**config.mk**
```make
export PLATFORM = sky130hd
export DESIGN_NAME = proc_instr_sequencer
export DESIGN_NICKNAME = d
export VERILOG_FILES = /design/src/rtl/proc_instr_sequencer.sv
export SDC_FILE = /design/constraint.sdc
export NUM_CORES = 1
export LEC_CHECK = 0
export CAP_MARGIN = 20
export CORE_AREA = 2 2 102 104
export DETAILED_ROUTE_END_ITERATION = 12
export DIE_AREA = 0 0 104 106
export GPL_ROUTABILITY_DRIVEN = 0
export GPL_TIMING_DRIVEN = 0
export HOLD_SLACK_MARGIN = 0.02
export PLACE_DENSITY_LB_ADDON = 0.08
export SLEW_MARGIN = 10
export SYNTH_ARGS = -nofsm -noshare
export SYNTH_HDL_FRONTEND = slang
export SYNTH_SLANG_ARGS = --single-unit
```
**constraint.sdc**
```tcl
create_clock -name clk_50MHz -period 3.75 [get_ports clk_50MHz]
set_clock_uncertainty 0.15 [all_clocks]
set_input_delay 0.75 -clock clk_50MHz [delete_from_list [all_inputs] [get_ports clk_50MHz]]
set_output_delay 0.75 -clock clk_50MHz [all_outputs]
set_load 0.01 [all_outputs]
```
**src/rtl/proc_instr_sequencer.sv**
```systemverilog
// Instruction sequencer: queues host instruction words and issues them one at a time to simple_processor.
// Optional WAIT_DONE watchdog with HALT state and sticky timeout_err, enabled by defining SEQ_TIMEOUT_EN.
module proc_instr_sequencer #(
    parameter int FIFO_DEPTH     = 4,
    parameter int TIMEOUT_CYCLES = 64
) (
    input  logic                          clk_50MHz,
    input  logic                          reset_n,
    input  logic                          in_valid,
    input  logic [15:0]                   in_data,
    output logic                          in_ready,
    input  logic                          seq_enable,
    input  logic                          flush,
    output logic [15:0]                   proc_din,
    output logic                          proc_run,
    input  logic                          proc_done,
    output logic                          busy,
    output logic [$clog2(FIFO_DEPTH):0]   fifo_count,
    output logic [15:0]                   issued_count,
    output logic                          timeout_err
);

    localparam int AW = $clog2(FIFO_DEPTH);
    localparam int CW = AW + 1;

    typedef enum logic [1:0] {
        IDLE,
        ISSUE,
        WAIT_DONE,
        HALT
    } state_t;

    state_t        state;
    logic [15:0]   mem [FIFO_DEPTH];
    logic [AW-1:0] wr_ptr;
    logic [AW-1:0] rd_ptr;
    logic          full;
    logic          empty;
    logic          push;
    logic          issue;

    assign full     = (fifo_count == CW'(FIFO_DEPTH));
    assign empty    = (fifo_count == '0);
    assign in_ready = !full;

    // flush wins over both a same-cycle push and a same-cycle issue
    assign push  = in_valid && !full && !flush;
    assign issue = (state == IDLE) && seq_enable && !empty && !flush;

    always_ff @(posedge clk_50MHz) begin
        if (push) begin
            mem[wr_ptr] <= in_data;
        end
    end

    always_ff @(posedge clk_50MHz or negedge reset_n) begin
        if (!reset_n) begin
            wr_ptr     <= '0;
            rd_ptr     <= '0;
            fifo_count <= '0;
        end else if (flush) begin
            wr_ptr     <= '0;
            rd_ptr     <= '0;
            fifo_count <= '0;
        end else begin
            if (push) begin
                wr_ptr <= wr_ptr + AW'(1);
            end
            if (issue) begin
                rd_ptr <= rd_ptr + AW'(1);
            end
            case ({push, issue})
                2'b10:   fifo_count <= fifo_count + CW'(1);
                2'b01:   fifo_count <= fifo_count - CW'(1);
                default: fifo_count <= fifo_count;
            endcase
        end
    end

`ifdef SEQ_TIMEOUT_EN
    localparam int TW = (TIMEOUT_CYCLES > 2) ? $clog2(TIMEOUT_CYCLES) : 1;
    logic [TW-1:0] wait_timer;

    always_ff @(posedge clk_50MHz or negedge reset_n) begin
        if (!reset_n) begin
            state        <= IDLE;
            proc_din     <= '0;
            proc_run     <= 1'b0;
            busy         <= 1'b0;
            issued_count <= '0;
            timeout_err  <= 1'b0;
            wait_timer   <= '0;
        end else begin
            case (state)
                IDLE: begin
                    if (issue) begin
                        state    <= ISSUE;
                        proc_din <= mem[rd_ptr];
                        proc_run <= 1'b1;
                        busy     <= 1'b1;
                    end
                end
                ISSUE: begin
                    state      <= WAIT_DONE;
                    proc_run   <= 1'b0;
                    wait_timer <= '0;
                end
                WAIT_DONE: begin
                    // a timed-out word is abandoned without counting it
                    if (proc_done) begin
                        state        <= IDLE;
                        busy         <= 1'b0;
                        issued_count <= issued_count + 16'd1;
                    end else if (wait_timer == TW'(TIMEOUT_CYCLES - 1)) begin
                        state       <= HALT;
                        busy        <= 1'b0;
                        timeout_err <= 1'b1;
                    end else begin
                        wait_timer <= wait_timer + TW'(1);
                    end
                end
                HALT: begin
                    if (flush) begin
                        state       <= IDLE;
                        timeout_err <= 1'b0;
                    end
                end
                default: state <= IDLE;
            endcase
        end
    end
`else
    logic [31:0] unused_timeout_cycles;
    assign unused_timeout_cycles = TIMEOUT_CYCLES;
    assign timeout_err           = 1'b0;

    always_ff @(posedge clk_50MHz or negedge reset_n) begin
        if (!reset_n) begin
            state        <= IDLE;
            proc_din     <= '0;
            proc_run     <= 1'b0;
            busy         <= 1'b0;
            issued_count <= '0;
        end else begin
            case (state)
                IDLE: begin
                    if (issue) begin
                        state    <= ISSUE;
                        proc_din <= mem[rd_ptr];
                        proc_run <= 1'b1;
                        busy     <= 1'b1;
                    end
                end
                ISSUE: begin
                    state    <= WAIT_DONE;
                    proc_run <= 1'b0;
                end
                WAIT_DONE: begin
                    if (proc_done) begin
                        state        <= IDLE;
                        busy         <= 1'b0;
                        issued_count <= issued_count + 16'd1;
                    end
                end
                default: state <= IDLE;
            endcase
        end
    end
`endif

endmodule

```
==> impl_metrics.env <==
export IMPL_routed_wl_um=7340
export IMPL_ys_top_cells_by_area="edfxtp_1 44%, dfrtp_1 25%, mux4_2 8.3%"
export IMPL_relSlewSlack_pct=41.3
export IMPL_cts_tree="done"
export IMPL_clk_pin_slew_ns=0.11
export IMPL_hp_class="in2async"
export IMPL_grt_overflow=0
export IMPL_antennaDiodeCount=0
export IMPL_core_um2=10000
export IMPL_wire_per_inst_um=16.1
export IMPL_drt_iter0_markers=75
export IMPL_hold_buffers=0
export IMPL_switchingPower_uw=941
export IMPL_crit_type="in2reg"
export IMPL_critPathMaxFanout=10
export IMPL_syn_avg_cell_area_um2=17.8
export IMPL_p_sw_share_pct=28.9
export IMPL_synthSimpleGateAreaFrac_pct=8.05
export IMPL_yosys_warnings=0
export IMPL_seqPwrFrac_pct=48.3
export IMPL_netlist_area_um2=4340
export IMPL_numPortBuffers=59
export IMPL_layout_common_cells="64 x edfxtp_1, 58 x clkdlybuf4s50_1, 43 x dfrtp_1"
export IMPL_async_flop_share_pct=40.2
export IMPL_synthFlopType="edfxtp_1"
export IMPL_startpoint_type="input pin"
export IMPL_required_ns=3.87
export IMPL_grt_pass1_vias=2264
export IMPL_ant_nets=0
export IMPL_synth_edf_count=64
export IMPL_synth_seq_area_share_pct=69.1
export IMPL_cts_buffers=9
export IMPL_root_buffer="clkbuf_8"
export IMPL_synth_fa_ha_area_share_pct=1.90
export IMPL_die_w_um=104
export IMPL_insertion_delay_ns=0.37
export IMPL_worstMarginPinSlew_ns=0.880
export IMPL_layout_nets=343
export IMPL_leakage_uw=0.00195
export IMPL_synth_compound_gate_area_share_pct=1.07
export IMPL_outcome="complete, no violations"
export IMPL_cts_htree_levels=3
export IMPL_fin_setup_tns_ns=0
export IMPL_post_cts_buffers=0
export IMPL_ys_seq_elements=107
export IMPL_antenna_found_initial=0
export IMPL_hold_viol=0
export IMPL_stdcell_count=456
export IMPL_ctsResizeCount=0
export IMPL_area_growth_pct=21.9
export IMPL_grt_pass1_wl_um=11900
export IMPL_cts_path_max_buffers=2
export IMPL_postSynthCellCount=244
export IMPL_reg2reg_from="fifo_count[0]"
export IMPL_drive_gt1_share_pct=20.9
export IMPL_end_kind="flip-flop"
export IMPL_finalSetupViolations=0
export IMPL_internal_power_uw=2320
export IMPL_nFillCells=886
export IMPL_die_h_um=106
export IMPL_hold_slack_ns=0.0966
export IMPL_drv_slew=0
export IMPL_drv_cap=0
export IMPL_fmax_mhz=341
export IMPL_rsz0062_at_grt="false"
export IMPL_final_cell_area_um2=5290
export IMPL_worstSetupStartpoint="seq_enable"
export IMPL_peakVddDrop_uv=251
export IMPL_power_frac_comb_pct=31.8
export IMPL_placed_cells=440
export IMPL_fin_util_pct=52.9
export IMPL_via_count=2214
export IMPL_grt_max_degree=34
export IMPL_synth_top_area_share_pct=44.3
export IMPL_critPathArrivalTime_ns=3.05
export IMPL_clock_sinks=107
export IMPL_drc=0
export IMPL_period_needed_ns=2.93
export IMPL_synth_top_family_by_area="multiplexers"
export IMPL_die_area_um2=11000
export IMPL_cellPowerDensity_nw_per_um2=616
export IMPL_synthMuxAreaShare_pct=13.6
export IMPL_synth_xor_area_share_pct=4.27
export IMPL_dr_pass1_iters=4
export IMPL_synth_cell_type_count=44
export IMPL_vias_per_cell=4.86
export IMPL_io_pins=61
export IMPL_clkPwrFrac_pct=19.9
export IMPL_yosysTopAreaCell="edfxtp_1"
export IMPL_place_area_um2=5110
export IMPL_initial_utilization_pct=43.4
export IMPL_grt_use_total_pct=14.4
export IMPL_dp_hpwl_um=4810
export IMPL_period_share_pct=78.3
export IMPL_final_common_cell="edfxtp_1"
export IMPL_synthesis_nets=272
export IMPL_rows=37
## metal layers
| layer | GRT usage [%] | wire length (um) |
|---|---|---|
| met2 | 23.5 | 3600 |
| met5 | 0 | 0 |
| met3 | 4.11 | 294 |
| met4 | 4.63 | 95 |
| met1 | 18.8 | 3340 |
## synthesized netlist by cell type, drive strengths merged, types with 2 or more instances
cell type  instances
edfxtp            64
dfrtp             43
mux2              19
mux4              16
xnor2             14
buf                9
nand3              9
nor2               8
and2               7
ha                 5
nand2              5
nand2b             5
nor3               5
xor2               5
inv                4
and3               3
nand4              3
a21oi              2
nand3b             2
## layout make-up
cell class                 instances  area (um^2)  share of cell area (%)
sequential                       107         3000                    56.7
multi-input combinational        123         1250                    23.7
inverter                           4         15.0                   0.284
tap                              136          170                    3.22
timing repair buffer              60          606                    11.4
clock buffer                      10          128                    2.41
clock inverter                     6         48.8                   0.922
buffer                            10         70.1                    1.32
## stage by stage
stage | power [uW] | setup slack (ns)
final | 3260 | 0.815
after global placement | 2650 | 0.321
after CTS | 3310 | 0.793
after global routing | 3440 | 0.694
after floorplan | 2220 | 1.06
after detailed placement | 2660 | 0.403
## kinds of logic (layout without fill, tap and decap cells)
| group | after synthesis | in the layout |
|---|---|---|
| other | 1 | 1 |
| buffers and inverters | 14 | 90 |
| multiplexers | 36 | 36 |
| AO/OA/AOI/OAI | 7 | 7 |
| AND/OR/NAND/NOR | 54 | 54 |
| adder cells (fa/ha/maj) | 6 | 6 |
| flip-flops | 107 | 107 |
| XOR/XNOR | 19 | 19 |
## flip-flops by register name (all words and copies together), names as in the netlist
signal and count:
mem 64, fifo_count 3, busy 1, rd_ptr 2, proc_run 1, state 2, wr_ptr 2, issued_count 16
proc_din 16
## final timing paths
check                              endpoint  slack, ns  cells past startpoint
min in group clk_50MHz     issued_count[15]       0.33                      1
min reg2reg                issued_count[15]       0.33                      1
max                           fifo_count[2]       0.82                     10
max in group asynchronous         wr_ptr[1]       2.86                      2
max reg2reg                   fifo_count[2]       0.98                      9
min                             proc_din[9]        0.1                      1
## critical path: stages
cell and delay [ns]:
clkdlybuf4s50_1 0.47, nor3b_4 0.30, nand2_4 0.12, nor2_1 0.15
buf_4 0.23, and2_2 0.17, fa_1 0.16, nand3b_1 0.12
mux2_2 0.33, a211o_1 0.26
## power by group through the flow
stage | clock, uW | combinational, uW | sequential, uW
finish | 650 | 1040 | 1570
global route | 714 | 1120 | 1600
CTS | 668 | 1060 | 1580
detailed placement | 0 | 1060 | 1600
global placement | 0 | 1050 | 1600
floorplan | 0 | 575 | 1640
Power figures use the tool's default switching activity.
